===== src/rtl/counter_pkg.sv =====
// Shared codes for the upstream counter stage and the event monitor:
// counter mode encodings, event type encodings and the record layout.
package counter_pkg;

  typedef enum logic [1:0] {
    MODE_INC  = 2'b00,
    MODE_DEC1 = 2'b01,
    MODE_DEC3 = 2'b10,
    MODE_LOAD = 2'b11
  } mode_e;

  // Bit 1 flags a load edge, bit 0 a carry/borrow; EV_NONE is never stored.
  typedef enum logic [1:0] {
    EV_NONE = 2'b00,
    EV_RCO  = 2'b01,
    EV_LOAD = 2'b10,
    EV_BOTH = 2'b11
  } ev_type_e;

  localparam int REC_W = 8;

  function automatic logic [REC_W-1:0] pack_record(input ev_type_e   ev_type,
                                                   input logic [1:0] mode,
                                                   input logic [3:0] q);
    return {ev_type, mode, q};
  endfunction

endpackage


===== src/rtl/event_fifo.sv =====
// First-word-fall-through FIFO for event records; occupancy counter drives
// full/empty, pointers wrap naturally at power-of-two DEPTH.
module event_fifo #(
  parameter int DEPTH = 4,
  parameter int WIDTH = 8
) (
  input  logic                       clk,
  input  logic                       reset,
  input  logic                       push,
  input  logic                       pop,
  input  logic [WIDTH-1:0]           wdata,
  output logic [WIDTH-1:0]           rdata,
  output logic [$clog2(DEPTH):0]     level,
  output logic                       full,
  output logic                       empty
);

  localparam int PTR_W = $clog2(DEPTH);
  localparam int LVL_W = PTR_W + 1;

  logic [WIDTH-1:0] mem_q [DEPTH];
  logic [PTR_W-1:0] wr_ptr_q, wr_ptr_d;
  logic [PTR_W-1:0] rd_ptr_q, rd_ptr_d;
  logic [LVL_W-1:0] level_q, level_d;

  assign full  = (level_q == LVL_W'(DEPTH));
  assign empty = (level_q == '0);
  assign level = level_q;
  // Head is masked while empty so the output reads zero after reset.
  assign rdata = empty ? '0 : mem_q[rd_ptr_q];

  always_comb begin
    wr_ptr_d = wr_ptr_q;
    rd_ptr_d = rd_ptr_q;
    level_d  = level_q;
    if (push) wr_ptr_d = wr_ptr_q + PTR_W'(1);
    if (pop)  rd_ptr_d = rd_ptr_q + PTR_W'(1);
    unique case ({push, pop})
      2'b10:   level_d = level_q + LVL_W'(1);
      2'b01:   level_d = level_q - LVL_W'(1);
      default: level_d = level_q;
    endcase
  end

  always_ff @(posedge clk) begin
    if (reset) begin
      wr_ptr_q <= '0;
      rd_ptr_q <= '0;
      level_q  <= '0;
    end else begin
      wr_ptr_q <= wr_ptr_d;
      rd_ptr_q <= rd_ptr_d;
      level_q  <= level_d;
    end
  end

  // Storage carries data only and is never cleared.
  always_ff @(posedge clk) begin
    if (push) mem_q[wr_ptr_q] <= wdata;
  end

endmodule


===== src/rtl/count_event_monitor.sv =====
// Watches an upstream counter for carry/borrow and load-edge events, queues a
// record per event cycle, tracks wrap count and a sticky drop flag.
module count_event_monitor
  import counter_pkg::*;
#(
  parameter int DEPTH = 4
) (
  input  logic                   clk,
  input  logic                   reset,
  input  logic [3:0]             cnt_q,
  input  logic                   cnt_rco,
  input  logic                   cnt_load,
  input  logic [1:0]             cnt_mode,
  input  logic                   ev_ready,
  output logic                   ev_valid,
  output logic [7:0]             ev_data,
  output logic [$clog2(DEPTH):0] fifo_level,
  output logic [7:0]             wrap_count,
  output logic                   overflow
);

  logic       load_d_q, load_d_d;
  logic [7:0] wrap_count_q, wrap_count_d;
  logic       overflow_q, overflow_d;

  logic       rco_ev, load_ev, any_ev;
  ev_type_e   ev_type;
  logic [7:0] record;
  logic       push, pop, full, empty;

  assign rco_ev  = cnt_rco;
  assign load_ev = cnt_load & ~load_d_q;
  assign any_ev  = rco_ev | load_ev;
  assign ev_type = ev_type_e'({load_ev, rco_ev});
  assign record  = pack_record(ev_type, cnt_mode, cnt_q);

  assign pop  = ~empty & ev_ready;
  // A full FIFO still accepts when the head leaves in the same cycle.
  assign push = ~reset & any_ev & (~full | pop);

  always_comb begin
    load_d_d     = cnt_load;
    wrap_count_d = wrap_count_q + 8'(rco_ev);
    overflow_d   = overflow_q | (any_ev & full & ~pop);
  end

  always_ff @(posedge clk) begin
    if (reset) begin
      load_d_q     <= 1'b0;
      wrap_count_q <= '0;
      overflow_q   <= 1'b0;
    end else begin
      load_d_q     <= load_d_d;
      wrap_count_q <= wrap_count_d;
      overflow_q   <= overflow_d;
    end
  end

  event_fifo #(
    .DEPTH (DEPTH),
    .WIDTH (REC_W)
  ) u_fifo (
    .clk   (clk),
    .reset (reset),
    .push  (push),
    .pop   (pop),
    .wdata (record),
    .rdata (ev_data),
    .level (fifo_level),
    .full  (full),
    .empty (empty)
  );

  assign ev_valid   = ~empty;
  assign wrap_count = wrap_count_q;
  assign overflow   = overflow_q;

endmodule


===== config.mk =====
export PLATFORM = sky130hd
export DESIGN_NAME = count_event_monitor
export DESIGN_NICKNAME = d
export VERILOG_FILES = /design/src/rtl/counter_pkg.sv /design/src/rtl/event_fifo.sv /design/src/rtl/count_event_monitor.sv
export SDC_FILE = /design/constraint.sdc
export NUM_CORES = 1
export LEC_CHECK = 0
export BUFFER_PORTS_ARGS = -buffer_cell sky130_fd_sc_hd__buf_2
export CAP_MARGIN = 20
export CORE_UTILIZATION = 45
export CTS_BUF_LIST = sky130_fd_sc_hd__clkbuf_16
export CTS_CLUSTER_DIAMETER = 40
export DETAILED_ROUTE_END_ITERATION = 8
export GPL_TIMING_DRIVEN = 0
export PLACE_DENSITY = 0.71
export SYNTH_ARGS = -nofsm -noshare
export SYNTH_HDL_FRONTEND = slang
export SYNTH_SLANG_ARGS = --single-unit

===== constraint.sdc =====
create_clock -name clk -period 5 [get_ports clk]
set_input_delay 0.5 -clock clk [delete_from_list [all_inputs] [get_ports clk]]
set_output_delay 0.5 -clock clk [all_outputs]
set_load 0.005 [all_outputs]

==> metrics.txt, run 1 <==
Total GRT Usage 15.8%; Worst Setup Start Kind register; Leak Pwr between 0.0009 and 0.001 uW; most used cell, CP inv_1; 1st-iter DRT viols 55; f_max roughly 0.42 GHz; maximum vdd ir drop 0.000186 V; grt ovf 0; Tcrit/Tclk final 47.3%; failing checks design-rule violations; Max Slew Vio Count 0; largest net degree at the start of global routing 17; Setup Fix Bufs, Post-CTS 0; final instance area 0.00252 sq mm; Worst Setup Path Type register to register; part of the Yosys area used for sequential elements 63.6%; Ys Warns 0; Die X around 70 um; setup violators final 0; Worst EP arrival 2580 ps; global-route wire length before repair 5.85 mm; clk_lat worst skew between 200 and 300 ps; minimum clock period 2360 ps; status finished, violations left; antenna violations before repair 0; Clock Skew 8.08 ps; layout cell share with drive strength beyond 1 28.7%; core area approximately 0.0044 sq mm; Unique masters post-synth 28; Final TNS setup 0 ps; net count after synthesis roughly 170; r2r worst-path depth 9; fin util a little under three fifths; hold_buf cts 0; Fill cells 370; flops & latches, synth 51; H-tree Lvls 2; RSZ-0062 raised after global routing no; clk slew on worst S/H paths about 70 ps; Hold Fails Final Rpt 0; routability cong. about 0.76; Port Buf Inserts 31; # clock sinks 51; DRC errors left 6; vias about 1300; floorplan row count 24; die height slightly above 70 um; pwr dens 505 mW/mm^2; slew margin rel. 66.0%; placed cell count 232; post-route ant nets 0; Worst EP required 5210 ps; maximum fanout along the worst path 6; Pre-antenna DRT Iters 8; HP Class input port to register; ant diodes 0; Post-Syn Instances ~150; vias per cell 5.26; fin nets 206; TritonCTS clock tree built; DP HPWL around 2.5 mm; final WL between 3 and 4 mm; worst-case clock buffer depth 2; Hold Path Cell Cnt 1; syn_area_per_cell 14.2 sq um; critical path endpoint category register; Synth Cell Area ~0.0021 sq mm; die area 0.00497 sq mm; placed cell area 0.00233 sq mm; Synth-to-Final Area Change 19.6%; CP max-delay cell nor4b_4; CTS root buf clkbuf_16; Max Cap Viol 0; worst-path cell chain nor4b_4 > a211oi_2 > inv_1 > ha_1 > inv_1 > fa_1 > xor2_1 > or3_1 > a21oi_1; CTS resizes 0; vias in the first global route 1240; DR WL/cell 15.0 um; CTS Buf Count 5; Finished Layout Cells 240; Ports 32; Initial Utilization 47.5%; CP max stage delay 410 ps; Worst-Margin Slew 510 ps
-- critical path: cells and delay by family, from the launching register on --
| family | cells | cell delay [ps] |
|---|---|---|
| XOR/XNOR | 1 | 160 |
| adder cells (fa/ha/maj) | 2 | 560 |
| AND/OR/NAND/NOR | 2 | 730 |
| AO/OA/AOI/OAI | 2 | 300 |
| buffers and inverters | 2 | 160 |
| flip-flops | 1 | 380 |
-- state kept, by name (all words and copies together), names as in the netlist, named ones only --
| signal | count |
|---|---|
| load_d_q | 1 |
| overflow | 1 |
| u_fifo.level | 3 |
| u_fifo.mem_q | 32 |
| u_fifo.rd_ptr_q | 2 |
| u_fifo.wr_ptr_q | 2 |
| wrap_count | 8 |
-- per-stage QoR --
| step | setup slack [ps] | power, uW | hold slack (ps) |
|---|---|---|---|
| CTS | 2590 | 1280 | 426 |
| global route | 2480 | 1340 | 427 |
| global placement | 2580 | 838 | 434 |
| floorplan | 2860 | 743 | 442 |
| detailed placement | 2480 | 854 | 455 |
| finish | 2640 | 1270 | 427 |
-- cells in the final DEF, fill, tap and decap left out, drive strengths merged, types with 2 or more instances in the layout --
master	n
nor2	10
a21oi	8
dfxtp	19
nand2	3
buf	34
or3	5
mux4	8
o21ai	6
bufinv	2
inv	11
ha	7
edfxtp	32
clkbuf	7
and2	4
xor2	5
nand3	3
nand2b	3
nor2b	11
-- per-layer routing --
layer	part of all wire, %	global-route usage [%]	vias to the layer above
li1	-	-	605
met1	43	19.0	624
met2	51	27.0	26
met3	3.6	3.75	7
met4	2.0	6.80	0
met5	0	0	-
-- Yosys cell counts (all sizes together) --
cell type,n,area [sq um]
edfxtp,32,961
dfxtp,19,380
inv,11,41.3
nor2b,11,68.8
nor2,10,37.5
a21oi,8,43.8
mux4,8,180
ha,7,87.6
o21ai,6,30.0
or3,5,31.3
xor2,5,43.8
and2,4,25.0
buf,3,17.5
nand2,3,11.3
nand2b,3,18.8
nand3,3,15.0
clkbuf,2,7.51
a211oi,1,12.5
fa,1,20.0
mux2,1,15.0
mux2i,1,10.0
nand4,1,6.26
nor3,1,5.00
nor4b,1,23.8
o31ai,1,7.51
xnor2,1,8.76
-- path summary, 6_finish.rpt --
kind	start	slack (ps)	endpoint
worst max-delay path	u_fifo.level[0]$_SDFFE_PP0P_	2640	u_fifo.level[2]$_SDFFE_PP0P_
worst min-delay path	cnt_mode[0]	430	u_fifo.mem_q[0][4]$_DFFE_PP_
worst max register to register	u_fifo.level[0]$_SDFFE_PP0P_	2640	u_fifo.level[2]$_SDFFE_PP0P_
worst min register to register	overflow$_SDFF_PP0_	460	overflow$_SDFF_PP0_
-- layout make-up --
cell class | instances | area, sq um | share of cell area [%]
Buffer | 5 | 25.0 | 0.992
Multi-Input combinational cell | 82 | 702 | 27.8
Clock buffer | 5 | 125 | 4.96
Inverter | 11 | 41.3 | 1.64
Tap cell | 52 | 65.1 | 2.58
Sequential cell | 51 | 1340 | 53.2
Clock inverter | 3 | 67.6 | 2.68
Timing Repair Buffer | 31 | 155 | 6.15
-- cells by family (layout without fill, tap and decap cells) --
kind of cell | Yosys count | after routing | synth area share, %
XOR/XNOR | 6 | 6 | 2.49
adder cells (fa/ha/maj) | 8 | 8 | 5.10
buffers and inverters | 16 | 55 | 3.14
flip-flops | 51 | 51 | 63.6
AO/OA/AOI/OAI | 16 | 16 | 4.45
multiplexers | 10 | 10 | 9.73
AND/OR/NAND/NOR | 42 | 42 | 11.5
-- power breakdown --
part | internal (uW) | switching [uW]
Sequential | 492 | 31.9
Clock | 286 | 146
Combinational | 157 | 159
Total | 936 | 337
Note: power is estimated with default switching activity, not from simulation.
==> run 2: changes to the inputs <==
--- a/config.mk
+++ b/config.mk
@@ -5,6 +5,7 @@
 export SDC_FILE = /design/constraint.sdc
 export NUM_CORES = 1
 export LEC_CHECK = 0
+export ABC_AREA = 1
 export BUFFER_PORTS_ARGS = -buffer_cell sky130_fd_sc_hd__buf_2
 export CAP_MARGIN = 20
 export CORE_UTILIZATION = 45
@@ -12,7 +13,7 @@
 export CTS_CLUSTER_DIAMETER = 40
 export DETAILED_ROUTE_END_ITERATION = 8
 export GPL_TIMING_DRIVEN = 0
-export PLACE_DENSITY = 0.71
+export PLACE_DENSITY = 0.74
 export SYNTH_ARGS = -nofsm -noshare
 export SYNTH_HDL_FRONTEND = slang
 export SYNTH_SLANG_ARGS = --single-unit
==> constraint.sdc (replaced) <==
create_clock -name clk -period 2.1 [get_ports clk]
set_input_delay 0.21 -clock clk [delete_from_list [all_inputs] [get_ports clk]]
set_output_delay 0.21 -clock clk [all_outputs]
set_load 0.005 [all_outputs]
==> run 2 against run 1 <==
The run now ends clean. Combinational power rose to 2.7 times the previous value. Core utilization down 1.0 points. Clock power up 140%. Non-clock buffer count unchanged. Register-to-register slack worse by 2400 ps. Synthesized area up 4.3%. Wire length up 12%. Die area up 4.2%. Sequential share of layout area down 2.2 points. Via count up 18%. Count of clock-buffer cells in the layout unchanged. Critical path depth up 4. Critical endpoint unchanged.
==> metrics.txt, run 2 <==
Yosys top cell area share 43.7% (-1.9 points); H-tree Lvls 2 (unchanged); Reg with most FFs u_fifo.mem_q; most frequent cell after synthesis nor2_1; Unique masters post-synth 20 (-29%); post-synthesis cell type with the largest combined area edfxtp_1; Synth Cell Area 0.00220 sq mm (+4.3%); layout cell share with drive strength beyond 1 23.5% (-5.3 points); top post-synthesis cells by area edfxtp_1 (44%), dfxtp_1 (17%), nor2_1 (6.7%); syn_area_per_cell 9.95 sq um (-30%); 1st-iter DRT viols 58 (+5.5%); Worst EP required 2280 ps (-2930 ps); CTS resizes 0 (unchanged); commonest non-fill, non-tap cell in the layout nor2_1; core area 0.00472 sq mm (+6.3%); Die X 71.9 um (+2.1%); worst hold start cnt_q[1]; Worst EP arrival 2060 ps (-520 ps); die height 71.9 um (+2.1%); maximum vdd ir drop 0.000578 V (+210%); HP Class input port to register; Leak Pwr 0.00111 uW (+14%); pwr dens 1190 mW/mm^2 (+140%); setup violators final 0 (unchanged); # clock sinks 51 (unchanged); Initial Utilization 46.6% (-0.90 points); Max Cap Viol 0 (unchanged); routability cong. 0.704 (-7.6%); DP HPWL 2.71 mm (+6.1%); final setup margin 221 ps (-2420 ps); slew margin rel. 46.0% (-20 points); maximum fanout along the worst path 7 (+1); Post-synth EDFFs 32 (unchanged); Worst Setup Path Type register to register; Worst-Margin Slew 808 ps (+298 ps); CTS Buf Count 5 (unchanged); Max Slew Vio Count 0 (unchanged); vias 1489 (+18%); hold_ws 140 ps (-288 ps); critical path endpoint category register; largest net degree at the start of global routing 17 (unchanged); part of the Yosys area used for sequential elements 61.0% (-2.6 points); hold_buf cts 0 (unchanged); final WL 4.03 mm (+12%); Critical path origin u_fifo.level[2]$_SDFFE_PP0P_; CTS root buf clkbuf_16; grt ovf 0 (unchanged); floorplan row count 25 (+4.2%); antenna violations before repair 0 (unchanged); post-route ant nets 0 (unchanged); Tcrit/Tclk final 89.5% (+42 points); RSZ-0062 raised after global routing no; fin util 55.7% (-1.0 points); clk slew on worst S/H paths 60 ps (about the same); Final TNS setup 0 ps (unchanged); die area 0.00517 sq mm (+4.2%); Setup Fix Bufs, Post-CTS 0 (unchanged); flops & latches, synth 51 (unchanged); f_max 0.532 GHz (+26%); Synth-to-Final Area Change 19.6% (about the same); Worst Setup Start Kind register; DRC errors left 0 (-6); Ys Warns 0 (unchanged); minimum clock period 1880 ps (-485 ps); fin nets 278 (+35%); vias in the first global route 1451 (+17%); clk_lat worst skew 280 ps (about the same); Total GRT Usage 17.3% (+1.5 points); vias per cell 4.55 (-13%); max reg flops 32 (unchanged); worst reg2reg startpoint u_fifo.level[2]$_SDFFE_PP0P_; Synth async-reset ratio 0% (unchanged); status finished clean; worst-case clock buffer depth 2 (unchanged); commonest non-fill, non-tap cells in the layout nor2_1 (39), edfxtp_1 (32), buf_2 (31); Hold Fails Final Rpt 0 (unchanged); Post-Syn Instances 221 (+48%); net count after synthesis 240 (+43%); TritonCTS clock tree built; most instantiated cells after synthesis nor2_1 (39), edfxtp_1 (32), inv_1 (26); Pre-antenna DRT Iters 4 (-4); ys flop type edfxtp_1; DR WL/cell 12.3 um (-18%); ant diodes 0 (unchanged); Clock Skew 2.80 ps (-5.28 ps); global-route wire length before repair 6.72 mm (+15%); pre-CTS setup slack 217 ps (-2270 ps); Port Buf Inserts 31 (unchanged); Ports 32 (unchanged)
[run 2: changes by cell type after synthesis, sizes merged, moves of 2 or more]
cell    delta
o21ai     +15
nand2     +23
nor2      +41
nand3      +7
nor2b     -11
clkbuf     -2
and2       -4
xor2       -5
a21oi      +9
mux4       -8
nand2b     -3
buf        +2
inv       +18
or3        -5
[run 2: power by group]
part | internal [uW] | switching, uW | total [uW]
combinational | 341 | 524 | 865
clock | 682 | 340 | 1020
sequential | 1180 | 54.1 | 1230
[run 2: per-layer routing]
metal	vias to the layer above	track usage, %	share of wire [%]
li1	795	-	-
met4	0	4.58	0.82
met1	663	19.9	45
met2	28	31.9	51
met3	3	4.44	3.3
met5	-	0	0
[run 2: path summary, 6_finish.rpt]
path                                  end  slack [ps]  cells past startpoint
max          u_fifo.level[2]$_SDFFE_PP0P_         220                     13
min          u_fifo.mem_q[2][1]$_DFFE_PP_         140                      1
min reg2reg           overflow$_SDFF_PP0_         450                      2
max reg2reg  u_fifo.level[2]$_SDFFE_PP0P_         220                     13
[run 2: area by class of cell]
| cell class | instances | area [sq um] |
|---|---|---|
| fillers | 397 | 2090 |
| flip-flops and latches | 51 | 1340 |
| multi-input cells | 136 | 692 |
| repair buffers | 31 | 155 |
| clock buffers | 5 | 125 |
| inverters | 29 | 109 |
| well taps | 67 | 83.8 |
| clock inverters | 3 | 67.6 |
| plain buffers | 5 | 57.6 |
[run 2: through the flow]
| stage | power (uW) | cell area (sq um) | cells |
|---|---|---|---|
| floorplan | 1820 | 2200 | 221 |
| global placement | 2100 | 2440 | 319 |
| detailed placement | 2130 | 2440 | 319 |
| CTS | 3160 | 2630 | 327 |
| global route | 3320 | 2630 | 327 |
| finish | 3120 | 2630 | 327 |
[run 2: cells by family after synthesis]
kind of cell,Yosys count,share of synthesized area (%)
compound gates,38,8.65
fa+ha+maj,8,4.89
buf+inv,34,7.56
flops,51,61.0
simple gates,90,17.9
[run 2: worst max-delay path: stages (launching register included)]
cell     delay (ps)
dfxtp_1         330
inv_1            70
nor2_1           80
nand2_1         120
nand3_2         170
ha_1            190
inv_1            70
fa_1            410
inv_1            70
nand2_1          40
nand3_1          80
nand2_1          60
nand2_1          50
nor2_1           40
